[config.mk]
export PLATFORM = sky130hd
export DESIGN_NAME = fetch_stage
export DESIGN_NICKNAME = d
export VERILOG_FILES = /design/src/rtl/fetch_stage.sv
export SDC_FILE = /design/constraint.sdc
export NUM_CORES = 1
export LEC_CHECK = 0
export CAP_MARGIN = 20
export CORE_MARGIN = 2
export CORE_UTILIZATION = 40
export CTS_CLUSTER_SIZE = 8
export DETAILED_ROUTE_END_ITERATION = 12
export GPL_ROUTABILITY_DRIVEN = 0
export SYNTH_ARGS = -nofsm -noshare
export SYNTH_HDL_FRONTEND = slang
export SYNTH_SLANG_ARGS = --single-unit
[constraint.sdc]
create_clock -name clk -period 4.1 [get_ports clk]
set_input_delay 0.82 -clock clk [delete_from_list [all_inputs] [get_ports clk]]
set_output_delay 0.82 -clock clk [all_outputs]
set_load 0.01 [all_outputs]
[src/rtl/fetch_stage.sv]
// Instruction-fetch stage: PC register, PC+4, redirect mux, instruction-memory
// request handshake with a one-entry hold buffer, and the IF/ID pipeline register.
module fetch_stage #(
    parameter logic [31:0] RESET_PC  = 32'h0000_0000,
    parameter logic [31:0] NOP_INSTR = 32'h0000_0013
) (
    input  logic        clk,
    input  logic        rst,
    input  logic        StallF,
    input  logic        StallD,
    input  logic        FlushD,
    input  logic        PCSrcE,
    input  logic [31:0] PCTargetE,
    output logic        IMemReq,
    output logic [31:0] IMemAddr,
    input  logic        IMemReady,
    input  logic [31:0] IMemRData,
    output logic [31:0] InstrD,
    output logic [31:0] PCD,
    output logic [31:0] PCPlus4D,
    output logic        ValidD
);

    localparam int DATA_W = 32;

    typedef enum logic [1:0] {
        FETCH = 2'd0,
        HOLD  = 2'd1,
        REDIR = 2'd2
    } state_t;

    function automatic logic [DATA_W-1:0] pc_inc(input logic [DATA_W-1:0] pc);
        return pc + 32'd4;
    endfunction

    state_t              state, state_n;
    logic [DATA_W-1:0]   pc_p0, pc_n;
    logic [DATA_W-1:0]   tgt_p0, tgt_n;
    logic [DATA_W-1:0]   buf_instr_p0, buf_instr_n;
    logic [DATA_W-1:0]   buf_pc_p0, buf_pc_n;
    logic [DATA_W-1:0]   instr_p1, pc_p1, pcplus4_p1;
    logic                vld_p1;

    logic                adv;
    logic                have_instr;
    logic [DATA_W-1:0]   new_instr;
    logic [DATA_W-1:0]   new_pc;

    // StallF always equals StallD, so only StallD gates the pipeline.
    assign adv = !StallD;

    // While redirecting the PC is left at the outstanding address, so the
    // request address is the PC in every state.
    assign IMemReq  = !rst && (state != HOLD);
    assign IMemAddr = pc_p0;

    always_comb begin
        state_n     = state;
        pc_n        = pc_p0;
        tgt_n       = tgt_p0;
        buf_instr_n = buf_instr_p0;
        buf_pc_n    = buf_pc_p0;
        have_instr  = 1'b0;
        new_instr   = IMemRData;
        new_pc      = pc_p0;
        case (state)
            FETCH: begin
                if (PCSrcE) begin
                    if (IMemReady) begin
                        pc_n = PCTargetE;
                    end else begin
                        tgt_n   = PCTargetE;
                        state_n = REDIR;
                    end
                end else if (IMemReady) begin
                    if (adv) begin
                        have_instr = 1'b1;
                        pc_n       = pc_inc(pc_p0);
                    end else begin
                        buf_instr_n = IMemRData;
                        buf_pc_n    = pc_p0;
                        state_n     = HOLD;
                    end
                end
            end
            HOLD: begin
                if (PCSrcE) begin
                    pc_n    = PCTargetE;
                    state_n = FETCH;
                end else if (adv) begin
                    have_instr = 1'b1;
                    new_instr  = buf_instr_p0;
                    new_pc     = buf_pc_p0;
                    pc_n       = pc_inc(pc_p0);
                    state_n    = FETCH;
                end
            end
            REDIR: begin
                // The wrong-path response is dropped; the newest redirect wins.
                if (IMemReady) begin
                    pc_n    = PCSrcE ? PCTargetE : tgt_p0;
                    state_n = FETCH;
                end else if (PCSrcE) begin
                    tgt_n = PCTargetE;
                end
            end
            default: state_n = FETCH;
        endcase
    end

    // ---- IF stage: PC, redirect target, hold buffer ----
    always_ff @(posedge clk) begin
        if (rst) begin
            state        <= FETCH;
            pc_p0        <= RESET_PC;
            tgt_p0       <= RESET_PC;
            buf_instr_p0 <= NOP_INSTR;
            buf_pc_p0    <= RESET_PC;
        end else begin
            state        <= state_n;
            pc_p0        <= pc_n;
            tgt_p0       <= tgt_n;
            buf_instr_p0 <= buf_instr_n;
            buf_pc_p0    <= buf_pc_n;
        end
    end

    // ---- IF/ID register ----
    always_ff @(posedge clk) begin
        if (rst || FlushD || (adv && !have_instr)) begin
            instr_p1   <= NOP_INSTR;
            pc_p1      <= '0;
            pcplus4_p1 <= '0;
            vld_p1     <= 1'b0;
        end else if (adv) begin
            instr_p1   <= new_instr;
            pc_p1      <= new_pc;
            pcplus4_p1 <= pc_inc(new_pc);
            vld_p1     <= 1'b1;
        end
    end

    assign InstrD   = instr_p1;
    assign PCD      = pc_p1;
    assign PCPlus4D = pcplus4_p1;
    assign ValidD   = vld_p1;

endmodule

==> results of run 1 <==
-- Yosys cell counts (3+ instances only) --
cell / number / area share, %
nand2_1: 273 / 9.4
dfxtp_1: 225 / 41
a21oi_1: 215 / 9.9
nor2_1: 189 / 6.5
clkbuf_1: 96 / 3.3
mux2i_1: 67 / 6.2
nand3_1: 57 / 2.6
o21ai_0: 51 / 2.4
nor3_1: 30 / 1.4
nand4_1: 24 / 1.4
a211oi_1: 19 / 1.3
buf_2: 13 / 0.60
xnor2_1: 13 / 1.0
inv_1: 12 / 0.41
nor4_1: 12 / 0.69
or4_1: 11 / 0.76
a31oi_1: 7 / 0.40
and2_1: 7 / 0.40
and3_1: 7 / 0.40
o211ai_1: 7 / 0.48
buf_1: 6 / 0.21
buf_4: 6 / 0.41
or3_1: 6 / 0.35
xor2_1: 6 / 0.48
a311oi_1: 5 / 0.40
buf_6: 5 / 0.52
o31ai_1: 5 / 0.35
nand3b_1: 4 / 0.28
a221oi_1: 3 / 0.24
mux2_2: 3 / 0.31
nand2b_1: 3 / 0.17
nor3b_1: 3 / 0.21
o22ai_1: 3 / 0.17
-- layout by cell type, fill, tap and decap left out, types with 11 or more instances in the layout --
cell / synthesis / final
a211oi_1: 19 / 18
a21oi_1: 215 / 215
buf_4: 6 / 30
clkbuf_16: 0 / 37
clkdlybuf4s50_1: 0 / 196
dfxtp_1: 225 / 225
inv_1: 12 / 12
mux2i_1: 67 / 67
nand2_1: 273 / 273
nand3_1: 57 / 57
nand4_1: 24 / 24
nor2_1: 189 / 189
nor3_1: 30 / 29
nor4_1: 12 / 12
o21ai_0: 51 / 50
or4_1: 11 / 11
xnor2_1: 13 / 13
-- per-stage QoR --
| step | worst slack (ps) | hold slack (ps) | instance area (µm²) |
|---|---|---|---|
| finish | 706.1 | 447.6 | 13920 |
| global route | 325.6 | 459.9 | 13920 |
| CTS | 717.2 | 450.2 | 13920 |
| detailed placement | 410.7 | 443.7 | 12980 |
| global placement | 446.9 | 437.3 | 12980 |
| floorplan | 367.6 | 431.9 | 10860 |
-- worst min-delay path, delay by kind of cell, from the launching register on --
family / cells / cell delay [ps]
AO/OA/AOI/OAI: 1 / 50
AND/OR/NAND/NOR: 1 / 50
flip-flops: 1 / 300
-- where the power goes --
part,internal (µW),total (µW),switching [µW]
logic,264,620,356
clock network,1580,2540,964
registers,2260,2350,89.7
-- cells by family after synthesis --
logic type      count (synthesis)  share of synthesized area [%]
compound gates                345                          18.34
xor+xnor                       19                          1.532
fa+ha+maj                       2                         0.2304
buf+inv                       140                          5.542
flops                         225                          41.48
mux                            71                          6.625
simple gates                  643                          26.25
-- path summary, 6_finish.rpt --
check	start	end	slack [ps]
hold / removal	tgt_p0[14]$_SDFFE_PP0P_	tgt_p0[14]$_SDFFE_PP0P_	450
setup reg to reg	state[0]$_SDFFE_PP0P_	PCPlus4D[28]$_SDFFE_PP0N_	710
hold reg to reg	tgt_p0[14]$_SDFFE_PP0P_	tgt_p0[14]$_SDFFE_PP0P_	450
setup / recovery	state[0]$_SDFFE_PP0P_	PCPlus4D[28]$_SDFFE_PP0N_	710
-- metal layers --
layer	global-route usage (%)	part of all wire [%]	routed length, µm
met5	0	0	0
met4	7.534	2.6	904
met3	4.068	7.0	2406
met2	34.50	42	14470
met1	34.82	48	16420
-- state kept, by name, summed over array words and instances (netlist names) --
signal / cells
state: 2
PCPlus4D: 30
IMemAddr: 32
InstrD: 32
tgt_p0: 32
buf_pc_p0: 32
buf_instr_p0: 32
ValidD: 1
PCD: 32
-- final cells by class --
type	instances	area [µm²]
Clock buffer	38	929.6
Multi-Input combinational cell	1080	5788
Timing Repair Buffer	228	2212
Sequential cell	225	4504
Clock inverter	1	8.758
Fill cell	2567	12880
Inverter	14	52.55
Tap cell	341	426.7
==> metrics.cfg, run 1 <==
[placement]
detailed_place_hpwl_um=22950
port_buffers=199
dp_cells=1888

[routing]
drt-wirelength-per-cell_um=17.75
firstDrtPassIters=7
drc=0
drtIter0Drc=890
routed_via_density=5.501
antenna_left=0
drt-total-wl_um=34200
dr_total_vias=10600

[critical_path]
critPathMostFrequentCell=nand3_1
cp_num_cells=10
critPathKind=flip-flop to flip-flop
worstPathMaxFanout=14
worst_setup_path_start_kind=flip-flop
worstPathCellList=nor4b_4 -> mux2i_1 -> inv_1 -> ha_1 -> nand3_1 -> nor4_1 -> o21bai_1 -> nor3_1 -> or4_1 -> nand3_1
cp_data_required_time_ps=4540
r2r_cells=10
critPathMaxStageDelay_ps=620
cp-end-kind=flip-flop
critPathArrivalTime_ps=3840
crit_family=simple AND/OR/NAND/NOR gates
critPathBufInv=1
crit_path_top_delay_cell=dfxtp_1

[finish]
fin_util_pct=51.95
final_nets=1656
drive_gt1_share_pct=5.675
num_antenna_cells=0
areaGrowthSynthToFinish_pct=28.21
stdcell_count=1927

[die]
ios=201
dieArea_um2=28480
start_util_pct=40.52
die_x_um=168.8
die_y_um=168.8
coreArea_um2=26800
rows=60

[logic_synthesis]
synth_seq_cells=225
seq_area_frac_synth_pct=41.48
syn-num-nets=1518
synth-async-reset-ratio_pct=0
syn_inst=1445
avgSynthCellArea_um2=7.515
synth_warnings=0
synth_edf_count=0
synth-main-ff-cell=dfxtp_1
ys_types=72
synthesis.area_um2=10860

[clock_network]
cts_tree=yes
cts_setup_buffers=0
cts_buffers=34
clockBufferDepth=3
cts.clk_slew.worst_paths_ps=60
htreeDepth=2
cts_root_buf=clkbuf_16
cts_resized=0
clk_latency_ps=500
cts_hold_buf=0
cts_sinks=225

[power_and_ir_drop]
p_total_uw=5512
peakVddDrop_mv=0.2770
powerDensity_nw_per_um2=395.9
total_leakage_power_uw=0.004691

[sta]
hold_viol_final=0
setup_violations=0
final.setup.tns_ps=0
max-slew-margin-rel_pct=30.69
rsz0062_at_grt=no
tightestPinTransition_ps=1030
timing.fmax_ghz=0.2946
fin_crit_sh_pct=82.78
fin_crit_ps=3394
clock_skew_ps=12.61
slew_violations=0

[grt]
grt_usage_pct=23.50
grt.overflow.total=0
grt_max_degree=98
antenna_found_initial=0
grt_pass1_wl_um=53920
grt_pass1_vias=9638

[flow_run]
drv_cap=0

[min_path]
hp-class=flip-flop to flip-flop
min_path_cells=2

[run_status]
status=completed

Note: power is estimated with default switching activity, not from simulation.
==> run 2: changes to the inputs <==
clock period = 3.3 ns   (was 4.1 ns; I/O delays follow)
==> run 2 against run 1 <==
Effect of this change: cell count rose by 1.2%; core utilization rose by 0.77 points; sequential power grew 24%; clock skew grew 16 ps; setup slack lost 95 ps; first-iteration DRC count increased by 10%; sequential share of layout area decreased by 0.48 points; register-to-register slack worse by 90 ps; die area unchanged; via count rose by 0.65%.
==> metrics.cfg, run 2 (synthesis results as in run 1) <==
[run_status]
status=completed

[die]
die_y_um=168.8  ; unchanged
coreArea_um2=26800  ; unchanged
start_util_pct=40.52  ; unchanged
rows=60  ; unchanged
ios=201  ; unchanged
die_x_um=168.8  ; unchanged
dieArea_um2=28480  ; unchanged

[grt]
grt_pass1_vias=9575  ; -0.65%
grt_usage_pct=23.37  ; -0.13 points
antenna_found_initial=1  ; +1
grt.overflow.total=0  ; unchanged
grt_pass1_wl_um=53630  ; -0.54%
grt_max_degree=76  ; -22%

[finish]
fin_util_pct=52.72  ; +0.77 points
fillers=2608  ; +1.6%
drive_gt1_share_pct=7.334  ; +1.7 points
final_cell_mix=271 x nand2_1, 225 x dfxtp_1, 215 x a21oi_1, 196 x clkdlybuf4s50_1, 189 x nor2_1
num_antenna_cells=0  ; unchanged
layout_commonest_cell=nand2_1
stdcell_count=1950  ; +1.2%
areaGrowthSynthToFinish_pct=30.12
final_nets=1679  ; +1.4%

[clock_network]
cts_root_buf=clkbuf_16
cts_buffers=34  ; unchanged
cts_setup_buffers=0  ; unchanged
cts_sinks=225  ; unchanged
cts_hold_buf=0  ; unchanged
clockBufferDepth=3  ; unchanged
cts_tree=yes
cts.clk_slew.worst_paths_ps=50  ; about the same
htreeDepth=2  ; unchanged
cts_resized=0  ; unchanged
clk_latency_ps=520  ; +20 ps

[min_path]
min_path_cells=2  ; unchanged
hp-class=flip-flop to flip-flop
hold_start=tgt_p0[14]$_SDFFE_PP0P_
min_to=tgt_p0[14]$_SDFFE_PP0P_

[critical_path]
worstPathCellList=nor4b_4 -> mux2i_1 -> inv_1 -> ha_4 -> nand3_2 -> nor4_1 -> o21bai_1 -> nor3_1 -> or4_1 -> nand3_1
worst_setup_path_start_kind=flip-flop
cp-end-kind=flip-flop
r2r_cells=10  ; unchanged
worstPathMaxFanout=6  ; -8
critPathMaxStageDelay_ps=490  ; -130 ps
critPathKind=flip-flop to flip-flop
critPathArrivalTime_ps=3150  ; -690 ps
r2r_slack_ps=610  ; -90 ps
worstReg2RegStart=state[1]$_SDFFE_PP0P_
reg2reg_to=PCPlus4D[28]$_SDFFE_PP0N_
crit_family=simple AND/OR/NAND/NOR gates
crit_path_top_delay_cell=or4_1
cp_data_required_time_ps=3760  ; -780 ps
critPathBufInv=1  ; unchanged

[sta]
hold_viol_final=0  ; unchanged
clock_skew_ps=28.26  ; +15.65 ps
rsz0062_at_grt=no
max-slew-margin-rel_pct=35.46  ; +4.8 points
tightestPinTransition_ps=964.6  ; -65.52 ps
timing.fmax_ghz=0.3719  ; +26%
fin_crit_ps=2689  ; -705.1 ps
fin_crit_sh_pct=81.48  ; -1.3 points
timing.hold.ws_ps=447.8  ; +0.1980 ps
setup_ws_ps=611.3  ; -94.86 ps
setup_violations=0  ; unchanged
slew_violations=0  ; unchanged

[placement]
pre_cts_slack_ps=148.7  ; -262.0 ps
detailed_place_hpwl_um=23290  ; +1.5%
dp_cells=1911  ; +1.2%
port_buffers=199  ; unchanged

[routing]
drc=0  ; unchanged
drt-total-wl_um=34150  ; -0.15%
drt-wirelength-per-cell_um=17.51  ; -1.3%
antenna_left=0  ; unchanged
routed_via_density=5.472  ; -0.54%
firstDrtPassIters=8  ; +1
dr_total_vias=10670  ; +0.65%
drtIter0Drc=981  ; +10%

[power_and_ir_drop]
p_total_uw=6803  ; +23%
total_leakage_power_uw=0.004803  ; +2.4%
powerDensity_nw_per_um2=481.5  ; +22%
peakVddDrop_mv=0.2902  ; +4.8%

[flow_run]
drv_cap=0  ; unchanged

==> run 2: changes by cell type in the layout (fill, tap and decap cells not counted) <==
| cell | change |
|---|---|
| nand3_2 | +2 |
| buf_4 | +21 |
| nand2_2 | +2 |
| nand3_1 | -2 |
| ha_1 | -1 |
| clkinv_8 | +2 |
| ha_4 | +1 |
| buf_12 | +2 |
| nand2_1 | -2 |
| clkbuf_16 | -2 |
==> run 2: how the worst max path moves through the flow <==
stage | cells after the start | slack [ps] | start | to
floorplan | 15 | -110 | PCSrcE | PCPlus4D[20]$_SDFFE_PP0N_
finish | 10 | 610 | state[1]$_SDFFE_PP0P_ | PCPlus4D[28]$_SDFFE_PP0N_
global route | 10 | 440 | state[1]$_SDFFE_PP0P_ | PCPlus4D[28]$_SDFFE_PP0N_
detailed placement | 11 | 150 | PCSrcE | PCPlus4D[28]$_SDFFE_PP0N_
global placement | 11 | 200 | StallD | PCPlus4D[28]$_SDFFE_PP0N_
CTS | 10 | 600 | state[1]$_SDFFE_PP0P_ | PCPlus4D[28]$_SDFFE_PP0N_
==> run 2: layer usage <==
layer  vias up  routed length (µm)  GRT usage (%)
li1       5317                   -              -
met4         2                 789          6.784
met3        57                2243          3.718
met1      4930               16760          35.19
met5         -                  13              0
met2       364               14350          34.21
==> run 2: worst reg2reg max path, cell delays in order, from the launching register on <==
cell	delay [ps]
dfxtp_1	340
nor4b_4	320
mux2i_1	280
inv_1	120
ha_4	200
nand3_2	120
nor4_1	90
o21bai_1	480
nor3_1	160
or4_1	490
nand3_1	70
==> run 2: area by class of cell <==
type	instances	area, µm²	area share, %
Inverter	14	52.55	0.3719
Clock inverter	3	41.29	0.2922
Timing Repair Buffer	251	2410	17.05
Tap cell	341	426.7	3.020
Clock buffer	36	879.6	6.225
Sequential cell	225	4504	31.88
Multi-Input combinational cell	1080	5816	41.16
==> run 2: report_power, final <==
group	total (µW)	switching, µW	internal (µW)
Clock	3080	1210	1880
Combinational	810	461	348
Sequential	2910	100	2810
Total	6800	1770	5030
==> run 2: through the flow <==
step	area (µm²)	TNS, ps
4_1_cts	14130	0
6_report	14130	0
2_1_floorplan	10900	-156.2
3_3_place_gp	13210	0
5_1_grt	14130	0
3_5_place_dp	13210	0
